### config.mk
export PLATFORM = sky130hd
export DESIGN_NAME = regfile_mp
export DESIGN_NICKNAME = d
export VERILOG_FILES = /design/src/rtl/regfile_pkg.sv /design/src/rtl/regfile_scoreboard.sv /design/src/rtl/regfile_mp.sv
export SDC_FILE = /design/constraint.sdc
export NUM_CORES = 2
export LEC_CHECK = 0
export CORE_MARGIN = 5
export CORE_UTILIZATION = 30
export DETAILED_ROUTE_END_ITERATION = 10
export GPL_TIMING_DRIVEN = 0
export SLEW_MARGIN = 0
export SYNTH_ARGS = -nofsm -noshare
export SYNTH_HDL_FRONTEND = slang
export SYNTH_SLANG_ARGS = --single-unit
### constraint.sdc
create_clock -name clk -period 27.9 [get_ports clk]
set_input_delay 5.58 -clock clk [delete_from_list [all_inputs] [get_ports clk]]
set_output_delay 5.58 -clock clk [all_outputs]
set_load 0.05 [all_outputs]
### src/rtl/regfile_pkg.sv
// rtl/regfile_pkg.sv - shared constants and helpers for the multi-port register file
package regfile_pkg;

  localparam int REG_ZERO = 0;
  // Widest register the byte-merge helper handles; callers cast to and from it.
  localparam int MERGE_W  = 256;

  function automatic int clog2(input int n);
    int r;
    r = 0;
    for (int i = 0; i < 31; i++) begin
      if ((1 << i) < n) r = i + 1;
    end
    return r;
  endfunction

  function automatic logic [MERGE_W-1:0] byte_merge(
    input logic [MERGE_W-1:0]   old_w,
    input logic [MERGE_W-1:0]   new_w,
    input logic [MERGE_W/8-1:0] be
  );
    logic [MERGE_W-1:0] res;
    res = old_w;
    for (int b = 0; b < MERGE_W/8; b++) begin
      if (be[b]) res[b*8 +: 8] = new_w[b*8 +: 8];
    end
    return res;
  endfunction

endpackage

### src/rtl/regfile_scoreboard.sv
// rtl/regfile_scoreboard.sv - busy-bit scoreboard with set-wins arbitration and busy count
module regfile_scoreboard
  import regfile_pkg::*;
#(
  parameter  int NREGS = 32,
  parameter  int NRD   = 2,
  parameter  int NWR   = 1,
  localparam int AW    = clog2(NREGS)
) (
  input  logic              clk,
  input  logic              rst,
  input  logic [NRD*AW-1:0] rd_addr,
  output logic [NRD-1:0]    rd_busy,
  input  logic [NWR-1:0]    wr_en,
  input  logic [NWR*AW-1:0] wr_addr,
  input  logic [NWR-1:0]    wr_clr,
  input  logic              rsv_en,
  input  logic [AW-1:0]     rsv_addr,
  output logic [AW:0]       busy_cnt
);

  logic [NREGS-1:0] busy_q, busy_d;
  logic [NREGS-1:0] set_v, clr_v;
  logic [AW:0]      cnt_q, cnt_d;

  always_comb begin
    set_v = '0;
    clr_v = '0;
    if (rsv_en) set_v[rsv_addr] = 1'b1;
    for (int p = 0; p < NWR; p++) begin
      if (wr_en[p] && wr_clr[p]) clr_v[wr_addr[p*AW +: AW]] = 1'b1;
    end
    set_v[REG_ZERO] = 1'b0;
    clr_v[REG_ZERO] = 1'b0;
    // A fresh reservation overrides a retire hitting the same register.
    busy_d = (busy_q & ~clr_v) | set_v;
    cnt_d  = cnt_q;
    for (int r = 0; r < NREGS; r++) begin
      if (busy_d[r] && !busy_q[r])      cnt_d = cnt_d + (AW+1)'(1);
      else if (!busy_d[r] && busy_q[r]) cnt_d = cnt_d - (AW+1)'(1);
    end
  end

  always_comb begin
    rd_busy = '0;
    for (int k = 0; k < NRD; k++) begin
      rd_busy[k] = busy_q[rd_addr[k*AW +: AW]] & ~clr_v[rd_addr[k*AW +: AW]];
    end
  end

  always_ff @(posedge clk or negedge rst) begin
    if (!rst) begin
      busy_q <= '0;
      cnt_q  <= '0;
    end else begin
      busy_q <= busy_d;
      cnt_q  <= cnt_d;
    end
  end

  assign busy_cnt = cnt_q;

endmodule

### src/rtl/regfile_mp.sv
// rtl/regfile_mp.sv - multi-port MIPS GPR file with byte-enable writes, bypass and scoreboard
module regfile_mp
  import regfile_pkg::*;
#(
  parameter  int DATA_W = 32,
  parameter  int NREGS  = 32,
  parameter  int NRD    = 2,
  parameter  int NWR    = 1,
  localparam int AW     = clog2(NREGS),
  localparam int BW     = DATA_W / 8
) (
  input  logic                  clk,
  input  logic                  rst,
  input  logic [NRD*AW-1:0]     rd_addr,
  output logic [NRD*DATA_W-1:0] rd_data,
  output logic [NRD-1:0]        rd_busy,
  input  logic [NWR-1:0]        wr_en,
  input  logic [NWR*AW-1:0]     wr_addr,
  input  logic [NWR*DATA_W-1:0] wr_data,
  input  logic [NWR*BW-1:0]     wr_be,
  input  logic [NWR-1:0]        wr_clr,
  input  logic                  rsv_en,
  input  logic [AW-1:0]         rsv_addr,
  output logic [AW:0]           busy_cnt,
  output logic                  wr_conflict
);

  logic [DATA_W-1:0] reg_q [NREGS];
  logic [DATA_W-1:0] reg_d [NREGS];
  logic              wr_conflict_q, wr_conflict_d;

  // Ports are applied in ascending order so the higher index wins per byte.
  always_comb begin
    for (int r = 0; r < NREGS; r++) begin
      reg_d[r] = reg_q[r];
      for (int p = 0; p < NWR; p++) begin
        if (wr_en[p] && wr_addr[p*AW +: AW] == AW'(r) && r != REG_ZERO) begin
          reg_d[r] = DATA_W'(byte_merge(MERGE_W'(reg_d[r]),
                                        MERGE_W'(wr_data[p*DATA_W +: DATA_W]),
                                        (MERGE_W/8)'(wr_be[p*BW +: BW])));
        end
      end
    end
  end

  always_comb begin : read_path
    logic [AW-1:0]     a;
    logic [DATA_W-1:0] v;
    rd_data = '0;
    a       = '0;
    v       = '0;
    for (int k = 0; k < NRD; k++) begin
      a = rd_addr[k*AW +: AW];
      v = reg_q[a];
      for (int p = 0; p < NWR; p++) begin
        if (wr_en[p] && wr_addr[p*AW +: AW] == a) begin
          v = DATA_W'(byte_merge(MERGE_W'(v),
                                 MERGE_W'(wr_data[p*DATA_W +: DATA_W]),
                                 (MERGE_W/8)'(wr_be[p*BW +: BW])));
        end
      end
      if (a == AW'(REG_ZERO)) v = '0;
      rd_data[k*DATA_W +: DATA_W] = v;
    end
  end

  always_comb begin
    wr_conflict_d = 1'b0;
    for (int p = 0; p < NWR; p++) begin
      for (int q = p + 1; q < NWR; q++) begin
        if (wr_en[p] && wr_en[q] && wr_addr[p*AW +: AW] == wr_addr[q*AW +: AW] &&
            wr_addr[p*AW +: AW] != AW'(REG_ZERO)) begin
          wr_conflict_d = 1'b1;
        end
      end
    end
  end

  always_ff @(posedge clk or negedge rst) begin
    if (!rst) begin
      reg_q         <= '{default: '0};
      wr_conflict_q <= 1'b0;
    end else begin
      reg_q         <= reg_d;
      wr_conflict_q <= wr_conflict_d;
    end
  end

  assign wr_conflict = wr_conflict_q;

  regfile_scoreboard #(
    .NREGS (NREGS),
    .NRD   (NRD),
    .NWR   (NWR)
  ) u_scoreboard (
    .clk      (clk),
    .rst      (rst),
    .rd_addr  (rd_addr),
    .rd_busy  (rd_busy),
    .wr_en    (wr_en),
    .wr_addr  (wr_addr),
    .wr_clr   (wr_clr),
    .rsv_en   (rsv_en),
    .rsv_addr (rsv_addr),
    .busy_cnt (busy_cnt)
  );

endmodule

* Yosys cells after proc, flatten, opt, wreduce, memory -nomap -nowiden
Cells that the tools add are included.
Word-level totals: bits in writable memories 0, memories kept 0, flip-flop bits (word level) 1030, input port bits 61, word-level logic and storage cells 626, latch bits 0, memory bits (read-only) 0, output and inout port bits 73
Cells by class: $add $sub $neg 64, $lt $le $gt $ge 8, div/mod/pow operators 0, multiplexer cells 96, eq/ne operators 33, multipliers 0, reductions and logical operators 290, shift-type cells 0, bitwise gates (word level) 9
Operators with widths (count):
- 2-to-1 mux 6 bit | 64
- binary-select mux 32 bit (select 5 bit) | 2
- 2-to-1 mux 32 bit | 10
- AND reduction 2 bit | 124
- adder 6 x 1 -> 6 bit, second input constant | 32
- subtractor 6 x 1 -> 6 bit, second input constant | 32
- logical AND 1 bit | 100
- == test 5 bit, second input constant | 16
- zero test 1 bit | 64
- 2-to-1 mux 8 bit | 8
- == test 5 x 4 -> 1 bit, second input constant | 8
- AND 32 bit | 1
- NOT 32 bit | 1
- OR 32 bit | 1
- less-than comparator 5 x 6 -> 1 bit, second input constant | 4
- binary-select mux 1 bit (select 5 bit) | 4
- == test 5 x 3 -> 1 bit, second input constant | 4
- >= comparator 6 bit, second input constant | 2
- NOT 5 -> 6 bit | 2
- demux 1 bit (select 5 bit) | 2
- == test 5 x 2 -> 1 bit, second input constant | 2
- == test 5 bit | 2
- >= comparator 5 x 1 -> 1 bit, second input constant | 2
- zero test 5 bit | 2
- other kinds (4) | 11

* Depth between registers and ports, before layout
word-level depth 105, mapped depth 137, depth with buffers taken out 136

* Hierarchy
A second synthesis with hierarchy kept.
Unflattened totals: cell total of the unflattened synthesis 5191, area, all modules 64091.5 µm²
By module, submodules not included:
- regfile_mp | area an instance 53613.9 µm², times used 1, seq. area each 24823.8 µm², cells each 3829
- regfile_scoreboard | area an instance 10477.5 µm², times used 1, seq. area each 925.9 µm², cells each 1362

* Least setup slack after synthesis
OpenSTA, ideal clock, no wires.
path type input -> register, from input port rsv_addr[2], to register u_scoreboard.cnt_q[1] (netlist: u_scoreboard.busy_cnt[1]), path slack -4048 ps, arrival time 31822 ps, cell stages on the path 124, library setup time 126 ps, path through buf_2 > or4b_1 > buf_2 > nor3_2 > o21ai_2 > and2_1 > ha_1 > nand3_1 > o21ai_0 > a31oi_1 > ha_1 > nand2_1 > nand2b_1 > ha_1 > nand2_1 > o21ai_0 > o21bai_1 > nor2_1 > (+88 left out) > ha_1 > inv_1 > o31a_1 > ha_1 > o31ai_1 > inv_1 > ha_1 > o32a_1 > ha_1 > nor2_1 > a32oi_1 > inv_1 > ha_1 > a211oi_1 > a21oi_1 > inv_1 > ha_1 > a221o_1
Between the ends: longest elaborated chain between the ends 100
Ends and longest elaborated chain:
- start: declaration | RTL line regfile_mp.sv:23 | input logic [AW-1:0] rsv_addr,
- less-than comparator 5 x 6 -> 1 bit (not written as such) / >= comparator 5 x 1 -> 1 bit (equally long branches) | RTL line regfile_scoreboard.sv:29 | if (rsv_en) set_v[rsv_addr] = 1'b1;
- logical AND 1 bit (not written as such) | RTL line regfile_scoreboard.sv:29
- 2-to-1 mux 1 bit (not written as such) | RTL line regfile_scoreboard.sv:29
- demux 1 bit (select 5 bit) *
- 2-to-1 mux 32 bit * | RTL line regfile_scoreboard.sv:29
- OR 32 bit * | RTL line regfile_scoreboard.sv:36 | busy_d = (busy_q & ~clr_v) | set_v;
- zero test 1 bit | RTL line regfile_scoreboard.sv:40 | else if (!busy_d[r] && busy_q[r]) cnt_d = cnt_d - (AW+1)'(1);
- logical AND 1 bit | RTL line regfile_scoreboard.sv:40
- (+85 left out)
- 2-to-1 mux 6 bit | RTL line regfile_scoreboard.sv:39 | if (busy_d[r] && !busy_q[r]) cnt_d = cnt_d + (AW+1)'(1);
- subtractor 6 x 1 -> 6 bit | RTL line regfile_scoreboard.sv:40
- 2-to-1 mux 6 bit | RTL line regfile_scoreboard.sv:40
- 2-to-1 mux 6 bit | RTL line regfile_scoreboard.sv:39
- subtractor 6 x 1 -> 6 bit | RTL line regfile_scoreboard.sv:40
- 2-to-1 mux 6 bit | RTL line regfile_scoreboard.sv:40
- 2-to-1 mux 6 bit * | RTL line regfile_scoreboard.sv:39
- named net u_scoreboard.cnt_d[1] | RTL line regfile_scoreboard.sv:24 | logic [AW:0] cnt_q, cnt_d;
- end signal: assignment | RTL line regfile_scoreboard.sv:57 | cnt_q <= cnt_d;
- end: declaration | RTL line regfile_scoreboard.sv:24
The timed path passes the listed nets; every way through them passes the cells marked *. A chain may end at the register's enable or synchronous reset.

* Worst setup path after layout
from input port wr_addr[2], to register u_scoreboard.cnt_q[5] (netlist: u_scoreboard.busy_cnt[5])
Between the ends: longest elaborated chain between the ends 102
Ends and longest elaborated chain:
- start: declaration | RTL line regfile_mp.sv:18 | input logic [NWR*AW-1:0] wr_addr,
- less-than comparator 5 x 6 -> 1 bit (not written as such) / >= comparator 5 x 1 -> 1 bit (equally long branches) | RTL line regfile_scoreboard.sv:31 | if (wr_en[p] && wr_clr[p]) clr_v[wr_addr[p*AW +: AW]] = 1'b1;
- logical AND 1 bit (not written as such) | RTL line regfile_scoreboard.sv:31
- 2-to-1 mux 1 bit (not written as such) | RTL line regfile_scoreboard.sv:31
- demux 1 bit (select 5 bit) *
- 2-to-1 mux 32 bit * | RTL line regfile_scoreboard.sv:31
- NOT 32 bit * | RTL line regfile_scoreboard.sv:36
- AND 32 bit * | RTL line regfile_scoreboard.sv:36
- OR 32 bit * | RTL line regfile_scoreboard.sv:36
- (+87 left out)
- 2-to-1 mux 6 bit | RTL line regfile_scoreboard.sv:39
- subtractor 6 x 1 -> 6 bit | RTL line regfile_scoreboard.sv:40
- 2-to-1 mux 6 bit | RTL line regfile_scoreboard.sv:40
- 2-to-1 mux 6 bit | RTL line regfile_scoreboard.sv:39
- subtractor 6 x 1 -> 6 bit | RTL line regfile_scoreboard.sv:40
- 2-to-1 mux 6 bit | RTL line regfile_scoreboard.sv:40
- 2-to-1 mux 6 bit * | RTL line regfile_scoreboard.sv:39
- named net u_scoreboard.cnt_d[5] | RTL line regfile_scoreboard.sv:24
Marked as above.

==> reports/results.txt <==
Outcome = complete, but fails checks
Violated checks = capacitance limit, slew limit, setup timing
Cells after synthesis = 4802
Num CTS Buffers = 108
Vias = 45410
Area of the mapped netlist = 63770 um^2
Drt pass-1 iters = 5
Pins Over Slew Limit = 35
Register bit total from synthesis = 1029
Slowest Stage Delay on Critical Path = 0.53 ns
Least-Margin Pin Slew = 1.580 ns
HP Class = flop to flop
Synth Flop Type = dfrtp_1
Syn. warnings = 0
Ys async rst share = 100.0%
Syn nets = 4924
Remaining DRCs = 0
Share of post-route cells with drive strength above 1 = 42.43%
Global-route usage over all layers = 18.95%
Initial DRC Count = 3817
Final Hold Fails = 0
Largest net degree at the start of global routing = 170
H-Tree Depth = 3
TritonCTS clock tree = done
Critical Path Sink Type = flop
Starting Density = 30.10%
CTS root buffer = clkbuf_16
Seq/Total Area, Yosys = 40.38%
Worst setup margin = -0.1151 ns
Clock period minus worst slack = 28.02 ns
Startpoint types = primary input
Synth cell types = 100
RSZ-0062 raised after global routing = yes
Row count = 169
Fin nets = 5289
Worst slew margin = -5.738%
Die extent in y = 471.0 um
Initial antenna violation count = 35
Worst-Skew Late Latency = 0.75 ns
Final Cycle Share = 100.4%
Grt ovf = 0
Setup CP Type = primary input to flop
Setup TNS = -0.1245 ns
First-pass GRT wire length = 314.1 mm
Final core utilization = 35.26%
Slowest CP cell = or4b_4
Vias in the first global route = 46180
Worst clock skew = 0.01919 ns
WL per Instance = 26.83 um
Syn Area/Cell = 13.28 um^2
Die W = 471.0 um
Setup-failing EPs final = 2
CTS Buffer Depth = 3
CP max FO = 5
Via/cell ratio = 5.600
Num Clock Sinks = 1029
P per Cell Area = 150.5 nW/um^2
IO Pins = 134
Crit path arrival time = 28.63 ns
Cts hold-fix bufs = 0
Final ANT Viol Nets = 0
Filler Cell Count = 20490
Peak Freq = 35.70 MHz
WP data required = 28.51 ns
Die Footprint = 221900 um^2
Static leakage = 31.99 nW
Area delta synth->final = 17.15%
Core ar. = 211900 um^2
Post-synth EDFFs = 0
CP most frequent cell = ha_4
Max Cap Viol = 8
Peak VDD IR = 0.7313 mV
WL final = 217.5 mm
Post-DP HPWL = 161.9 mm
Clock-pin transition on the worst setup and hold timing paths = 0.06 ns
Placer Congestion = 0.8985
I/O Buffers = 115
-- worst paths after layout --
kind | start | end | slack [ns] | cells after the start
worst max-delay path | wr_addr[2] | u_scoreboard.busy_cnt[5] | -0.12 | 135
worst min-delay path | reg_q[180] | reg_q[180] | 0.52 | 1
worst max register to register | u_scoreboard.busy_cnt[0] | u_scoreboard.busy_cnt[5] | 4.48 | 135
worst min register to register | reg_q[180] | reg_q[180] | 0.52 | 1
max in group asynchronous | rst | reg_q[753] | 20.91 | 4
min in group asynchronous | rst | reg_q[834] | 4.66 | 1
-- state kept, by name, indices dropped and copies added (netlist names) --
register and flops:
reg_q 992, u_scoreboard.busy_cnt 6, u_scoreboard.busy_q 31
-- placed cells by master, fill, tap and decap left out, types with 27 or more instances in the layout --
master / count
clkdlybuf4s50_1: 106
o21ai_0: 46
clkbuf_16: 110
mux2i_1: 102
clkbuf_8: 30
ha_1: 33
xnor2_1: 99
ha_4: 27
dfrtp_1: 1029
nor3_1: 52
clkbuf_1: 287
and3_1: 35
nor2_1: 276
nand2_1: 324
buf_4: 124
xor2_1: 40
nand3_1: 62
buf_1: 55
mux4_2: 592
nand4_1: 30
a22o_1: 67
a21oi_1: 92
diode_2: 27
inv_1: 51
mux2_2: 1059
-- synth_stat cells, types with 19 or more instances --
master    count  area share, %
xor2_1       44           0.60
xnor2_1     103            1.4
clkbuf_1    274            1.6
a21oi_1     100           0.78
ha_1         61            1.2
xnor2_2      20           0.51
inv_1        69           0.41
mux2i_1     104            1.6
o21ai_0      58           0.46
nor2_1      286            1.7
dfrtp_1    1029             40
nor3_1       56           0.44
nand2_1     329            1.9
mux2_2     1059             19
buf_1        65           0.38
mux4_2      592             21
and2_1       22           0.22
and3_1       38           0.37
a22o_1       67           0.92
nand4_1      30           0.29
nand3_1      65           0.51
a22oi_1      19           0.22
-- kinds of logic after synthesis --
family	synth area share (%)
multiplexers	41.24
flip-flops	40.38
AND/OR/NAND/NOR	7.066
buffers and inverters	2.519
AO/OA/AOI/OAI	4.246
XOR/XNOR	3.342
adder cells (fa/ha/maj)	1.197
other	0.005881
-- where the power goes --
| part | internal, mW | switching, mW |
|---|---|---|
| sequential | 1.72 | 0.164 |
| combinational | 4.08 | 3.73 |
| clock | 0.891 | 0.660 |
| total | 6.69 | 4.55 |
-- worst max-delay path, delay by kind of cell --
kind	cells	cell delay, ns
buffers and inverters	22	1.79
multiplexers	4	0.61
AND/OR/NAND/NOR	22	3.02
adder cells (fa/ha/maj)	28	7.40
AO/OA/AOI/OAI	57	9.83
XOR/XNOR	2	0.38
-- metrics by stage --
stage               cells  power [mW]  instance area [um^2]  hold WS [ns]  setup slack (ns)
floorplan            4802       5.883                 64270        0.4906           -0.8338
detailed placement   7749       6.792                 69240        0.5086            -4.939
finish               8108       11.24                 74700        0.5203           -0.1151
global placement     7738       6.689                 68950        0.4986            -26.38
CTS                  8045       10.23                 74020        0.5218          -0.08388
global route         8090       11.97                 74660        0.5314            -1.118
-- final cells by class --
type                    instances  area (um^2)  area share, %
clock inverters                42        548.0         0.7336
diodes                         27        67.56        0.09044
repair buffers                256         2466          3.301
inverters                      73        284.0         0.3802
flip-flops and latches       1029        25750          34.47
multi-input cells            3352        37420          50.09
well taps                    2821         3530          4.725
plain buffers                 347         1395          1.867
clock buffers                 161         3244          4.343
-- what timing repair did --
| action | in CTS | in global routing |
|---|---|---|
| gates resized for setup | 81 | 72 |
| setup endpoints to repair | 5 | 5 |
| setup buffers | 94 | 32 |
| pin swaps | 68 | 66 |
-- routing by layer --
layer	GRT usage (%)	share of wire (%)	vias to the layer above
met2	30.76	48	1914
met4	7.459	4.0	17
met3	5.682	8.6	439
li1	-	-	19120
met5	0.5840	0.12	-
met1	23.67	40	23920
Power figures use the tool's default switching activity.
